## src/rtl/obs_capture_pkg.sv

```systemverilog
// Shared state encoding and record layout for the obs_capture change logger.
package obs_capture_pkg;

  typedef enum logic [1:0] {
    IDLE  = 2'd0,
    PRIME = 2'd1,
    RUN   = 2'd2,
    DRAIN = 2'd3
  } state_t;

  localparam int VAL_W  = 3;
  localparam int TS_LSB = 0;

  // Record layout: {wrap, qval, udp_out, muxout, ts}
  function automatic int rec_w(input int ts_w);
    return ts_w + VAL_W + 1;
  endfunction

  function automatic int wrap_bit(input int ts_w);
    return ts_w + VAL_W;
  endfunction

  function automatic int val_msb(input int ts_w);
    return ts_w + VAL_W - 1;
  endfunction

  function automatic int val_lsb(input int ts_w);
    return ts_w;
  endfunction

  function automatic int ts_msb(input int ts_w);
    return ts_w - 1;
  endfunction

endpackage

```

## src/rtl/obs_fifo.sv

```systemverilog
// Synchronous FIFO with wrap-bit pointers; head is the oldest entry, zero when empty.
module obs_fifo #(
  parameter int DEPTH = 8,
  parameter int WIDTH = 16
) (
  input  logic             clk,
  input  logic             rst_n,
  input  logic             push,
  input  logic [WIDTH-1:0] push_data,
  input  logic             pop,
  output logic             full,
  output logic             empty,
  output logic [WIDTH-1:0] head
);

  localparam int AW = $clog2(DEPTH);

  logic [AW:0]      wr_ptr_reg;
  logic [AW:0]      rd_ptr_reg;
  logic [WIDTH-1:0] mem [DEPTH];
  logic             push_ok;
  logic             pop_ok;

  assign empty   = (wr_ptr_reg == rd_ptr_reg);
  assign full    = (wr_ptr_reg[AW] != rd_ptr_reg[AW]) &&
                   (wr_ptr_reg[AW-1:0] == rd_ptr_reg[AW-1:0]);
  assign pop_ok  = pop && !empty;
  // A push into a full FIFO is legal when the head leaves in the same cycle.
  assign push_ok = push && (!full || pop_ok);

  always_ff @(posedge clk or negedge rst_n) begin
    if (!rst_n) begin
      wr_ptr_reg <= '0;
      rd_ptr_reg <= '0;
    end else begin
      if (push_ok) wr_ptr_reg <= wr_ptr_reg + 1'b1;
      if (pop_ok)  rd_ptr_reg <= rd_ptr_reg + 1'b1;
    end
  end

  always_ff @(posedge clk) begin
    if (push_ok) mem[wr_ptr_reg[AW-1:0]] <= push_data;
  end

  assign head = empty ? '0 : mem[rd_ptr_reg[AW-1:0]];

endmodule

```

## src/rtl/obs_capture.sv

```systemverilog
// Samples qval/udp_out/muxout each cycle and logs timestamped changes into a FIFO
// drained over a valid/ready port.
module obs_capture
  import obs_capture_pkg::*;
#(
  parameter int DEPTH  = 8,
  parameter int TS_W   = 12,
  parameter int DROP_W = 8
) (
  input  logic                     clock,
  input  logic                     clear,
  input  logic                     start,
  input  logic                     stop,
  input  logic                     qval,
  input  logic                     udp_out,
  input  logic                     muxout,
  output logic                     out_valid,
  input  logic                     out_ready,
  output logic [rec_w(TS_W)-1:0]   out_data,
  output logic                     busy,
  output logic                     overflow,
  output logic [DROP_W-1:0]        drop_count
);

  localparam int REC_W    = rec_w(TS_W);
  localparam int WRAP_BIT = wrap_bit(TS_W);
  localparam int VAL_MSB  = val_msb(TS_W);
  localparam int VAL_LSB  = val_lsb(TS_W);
  localparam int TS_MSB   = ts_msb(TS_W);

  state_t            state_reg, state_next;
  logic [VAL_W-1:0]  smp_reg;
  logic [VAL_W-1:0]  last_reg, last_next;
  logic [TS_W-1:0]   ts_reg, ts_next;
  logic              overflow_reg;
  logic [DROP_W-1:0] drop_reg;

  logic              push, pop, drop;
  logic              fifo_full, fifo_empty;
  logic              rec_wrap;
  logic [VAL_W-1:0]  rec_val;
  logic [TS_W-1:0]   rec_ts;
  logic [REC_W-1:0]  push_data;

  always_comb begin
    state_next = state_reg;
    ts_next    = ts_reg;
    last_next  = last_reg;
    push       = 1'b0;
    rec_wrap   = 1'b0;
    rec_val    = smp_reg;
    rec_ts     = ts_reg;
    case (state_reg)
      IDLE: if (start) state_next = PRIME;
      PRIME: begin
        push       = 1'b1;
        rec_ts     = '0;
        ts_next    = '0;
        last_next  = smp_reg;
        state_next = RUN;
      end
      RUN: begin
        if (stop) begin
          state_next = DRAIN;
        end else if (&ts_reg) begin
          // Wrap wins; last is held so a coincident change is logged next cycle.
          push     = 1'b1;
          rec_wrap = 1'b1;
          rec_val  = last_reg;
          ts_next  = '0;
        end else begin
          ts_next = ts_reg + 1'b1;
          if (smp_reg != last_reg) begin
            push      = 1'b1;
            last_next = smp_reg;
          end
        end
      end
      DRAIN: if (fifo_empty) state_next = IDLE;
      default: state_next = IDLE;
    endcase
  end

  always_comb begin
    push_data                  = '0;
    push_data[WRAP_BIT]        = rec_wrap;
    push_data[VAL_MSB:VAL_LSB] = rec_val;
    push_data[TS_MSB:TS_LSB]   = rec_ts;
  end

  assign out_valid = !fifo_empty;
  assign pop       = out_valid && out_ready;
  assign drop      = push && fifo_full && !pop;

  always_ff @(posedge clock or negedge clear) begin
    if (!clear) begin
      state_reg    <= IDLE;
      smp_reg      <= '0;
      last_reg     <= '0;
      ts_reg       <= '0;
      overflow_reg <= 1'b0;
      drop_reg     <= '0;
    end else begin
      state_reg <= state_next;
      smp_reg   <= {qval, udp_out, muxout};
      last_reg  <= last_next;
      ts_reg    <= ts_next;
      if (drop) begin
        overflow_reg <= 1'b1;
        if (drop_reg != '1) drop_reg <= drop_reg + 1'b1;
      end
    end
  end

  obs_fifo #(
    .DEPTH (DEPTH),
    .WIDTH (REC_W)
  ) u_fifo (
    .clk       (clock),
    .rst_n     (clear),
    .push      (push),
    .push_data (push_data),
    .pop       (pop),
    .full      (fifo_full),
    .empty     (fifo_empty),
    .head      (out_data)
  );

  assign busy       = (state_reg != IDLE);
  assign overflow   = overflow_reg;
  assign drop_count = drop_reg;

endmodule

```

## config.mk

```make
export PLATFORM = sky130hd
export DESIGN_NAME = obs_capture
export DESIGN_NICKNAME = d
export VERILOG_FILES = /design/src/rtl/obs_capture_pkg.sv /design/src/rtl/obs_fifo.sv /design/src/rtl/obs_capture.sv
export SDC_FILE = /design/constraint.sdc
export NUM_CORES = 1
export LEC_CHECK = 0
export CORE_MARGIN = 4
export CORE_UTILIZATION = 60
export DETAILED_ROUTE_END_ITERATION = 7
export HOLD_SLACK_MARGIN = 0.05
export PLACE_DENSITY_LB_ADDON = 0.15
export RECOVER_POWER = 50
export SLEW_MARGIN = 10
export SYNTH_ARGS = -nofsm -noshare
export SYNTH_HDL_FRONTEND = slang
export SYNTH_HIERARCHICAL = 1
export SYNTH_SLANG_ARGS = --single-unit
```

## constraint.sdc

```tcl
create_clock -name clock -period 4.5 [get_ports clock]
set_clock_uncertainty 0.1 [all_clocks]
set_input_delay 0.675 -clock clock [delete_from_list [all_inputs] [get_ports clock]]
set_output_delay 0.675 -clock clock [all_outputs]
set_load 0.01 [all_outputs]
```

==> flow_summary_export.csv <==
group,metric,value,unit
run_status,status,"finished with violations",
run_status,violations,"max-capacitance violations, max-slew violations",
clock_network,insertion_delay,0.42,ns
sta,finalHoldViolCount,0,
clock_network,cts_tree,"yes",
die,core,11500,um^2
finish,n_antenna_cell,0,
die,die_h,116,um
finish,drive_above_1_share,20.6,%
yosys,synth_top_flop_cell,"edfxtp_1",
worst_setup_path,slowest_stage,"nor4_1",
clock_network,post_cts_buffers,0,
sta,finalSetupTns,0,ns
finish,finalNetCount,485,
die,rows,39,
placement,routabilityCongestion,0.804,
routing,vias,3825,
yosys,synth_fp_nets,437,
pwr,switching_power,1.70,mW
sta,clock.fmax,291,MHz
grt,antenna_found_initial,0,
finish,final_area,8220,um^2
worst_setup_path,cp_data_arrival_time,3.46,ns
pwr,comb_power_share,34.9,%
worst_setup_path,path_cells,"ha_1, nand3_1, nor4_1, nor3_1, nor2_1, o21a_1, nand2_1, nor3_2, buf_4",
clock_network,cts.sinks,165,
finish,area_growth_syn_to_layout,16.7,%
clock_network,cts_resized,0,
clock_network,clockRootBuffer,"clkbuf_16",
routing,drt.antenna.violating_nets,0,
yosys,avgSynthCellArea,16.8,um^2
grt,grt_first_pass_wirelength,21.7,mm
yosys,ys_seq_elements,165,
finish,largest_reg_flops,128,
pwr,power_frac_seq,36.4,%
routing,first_pass_iters,5,
clock_network,numCtsBuffers,17,
sta,rsz0062_at_grt,"false",
die,dieArea,13500,um^2
placement,placedInstanceArea,7600,um^2
die,initial_core_util,61.4,%
clock_network,postCtsHoldBufs,0,
sta,whs,0.384,ns
finish,final_util,71.7,%
placement,port_buffers,34,
yosys,synth-edff-count,128,
clock_network,clk_pin_slew,0.06,ns
pwr,p_clk_share,28.7,%
worst_setup_path,crit_path_max_incr_delay,0.68,ns
worst_setup_path,cp.required,4.52,ns
placement,dp_hpwl,8.23,mm
die,num_io_pins,35,
grt,grt_pass1_vias,3929,
yosys,synthDistinctLibCells,55,
sta,finalCritPeriodShare,76.4,%
grt,grt-ovfl-total,0,
yosys,synthCells,420,
worst_setup_path,worstSetupPathType,"flop to flop",
routing,viasPerCell,6.13,
worst_setup_path,critPathLaunchType,"flop",
sta,setup_viol,0,
grt,track_usage,22.2,%
pwr,p_leak,2.98,nW
sta,timing.slew.headroom,-33.1,%
yosys,async_flop_share,22.4,%
sta,final_max_slew_viol_count,38,
yosys,ys_seq_area_share,67.7,%
routing,finalWirelength,13.7,mm
flow_run,cap_violations,1,
pwr,p_int,3.88,mW
sta,worst_pin_slew,2.00,ns
die,die_x,116,um
pwr,ir_drop,493,uV
routing,drtIter0Drc,315,
pwr,sw_frac_of_total,30.5,%
pwr,total_power,5.58,mW
worst_hold_path,hp-class,"flop to flop",
clock_network,clockBufferDepth,2,
sta,min_period,3.44,ns
pwr,power.density,679,nW/um^2
routing,drc,0,
clock_network,htreeDepth,4,
worst_setup_path,cp_max_fo,9,
grt,grt_max_degree,38,
yosys,yosys_warnings,6,
worst_setup_path,cp-end-kind,"flop",
routing,wire_per_inst,22.0,um
yosys,synth_area,7040,um^2
==> cell usage after synthesis, drive strengths merged (4+ instances only) <==
| cell type | n | area, um^2 |
|---|---|---|
| edfxtp | 128 | 3840 |
| dfrtp | 37 | 926 |
| nor2 | 37 | 141 |
| mux4 | 32 | 721 |
| mux2i | 17 | 170 |
| xnor2 | 16 | 163 |
| nand2 | 15 | 58.8 |
| nor2b | 13 | 81.3 |
| buf | 12 | 70.1 |
| mux2 | 11 | 131 |
| nand3 | 10 | 55.1 |
| nor3 | 10 | 50.1 |
| ha | 9 | 113 |
| inv | 8 | 30.0 |
| nand4 | 7 | 43.8 |
| clkbuf | 6 | 23.8 |
| nand2b | 6 | 45.0 |
| a21oi | 5 | 25.0 |
| xor2 | 5 | 43.8 |
| o311ai | 4 | 35.0 |
==> cells by family (layout without fill, tap and decap cells) <==
group / Yosys count / count (layout) / synth area share [%]
fa+ha+maj: 9 / 9 / 1.60
mux: 60 / 60 / 14.5
flops: 165 / 165 / 67.7
xor+xnor: 21 / 21 / 2.93
compound gates: 28 / 28 / 3.06
buf+inv: 26 / 87 / 1.76
simple gates: 111 / 111 / 8.42
==> critical path: cells and delay by family, from the launching register on <==
family | cells | cell delay (ns)
buffers and inverters | 1 | 0.33
flip-flops | 1 | 0.40
AO/OA/AOI/OAI | 1 | 0.25
AND/OR/NAND/NOR | 6 | 1.86
adder cells (fa/ha/maj) | 1 | 0.18
==> power groups by stage <==
stage                     registers, mW  logic (mW)  clock network, mW
after floorplan                    1.99        1.34                  0
final                              2.03        1.95               1.60
after global placement             2.04        1.93                  0
after CTS                          2.03        2.00               1.63
after global routing               2.05        2.12               1.70
after detailed placement           2.06        1.98                  0
==> area by class of cell <==
cell class              count  area [um^2]
repair buffers             47          432
inverters                   8         30.0
clock buffers              19          433
fillers                   709         3250
flip-flops and latches    165         4770
multi-input cells         229         2150
well taps                 143          179
clock inverters            13          229
==> metal layers <==
metal	part of all wire, %	wire (um)	up-vias	GRT usage [%]
li1	-	-	1729	-
met1	43	5930	1957	31.0
met2	49	6780	118	34.2
met3	5.4	737	21	4.72
met4	2.0	274	0	9.82
met5	0	0	-	0
==> layout by cell type, fill, tap and decap left out, types with 8 or more instances in the layout <==
cell	synthesis	routed
edfxtp_1	128	128
nor2_1	36	37
dfrtp_1	37	36
mux4_2	32	32
clkdlybuf4s50_1	0	21
mux2i_1	17	17
clkbuf_16	0	17
xnor2_1	13	14
nand2_1	14	14
nor2b_1	13	13
buf_4	2	13
dlygate4sd3_1	0	12
nand3_1	9	9
mux2_2	9	9
ha_1	9	9
inv_1	8	8
==> path summary, 6_finish.rpt <==
kind                            cells past startpoint  startpoint  slack, ns                    to
worst max-delay path                                9   ts_reg[1]       1.06     u_fifo/mem[6][12]
worst min-delay path                                1    overflow       0.38              overflow
worst max register to register                      9   ts_reg[1]       1.06     u_fifo/mem[6][12]
worst min register to register                      1    overflow       0.38              overflow
max in group asynchronous                           1       clear       2.29  u_fifo/rd_ptr_reg[0]
min in group asynchronous                           1       clear       0.72             ts_reg[3]
==> through the flow <==
step,setup slack (ns),cells
floorplan,0.525,420
global placement,1.26,592
detailed placement,1.17,592
CTS,1.08,624
global route,0.586,624
finish,1.06,624
No activity file was read; power rests on OpenSTA's default activity.
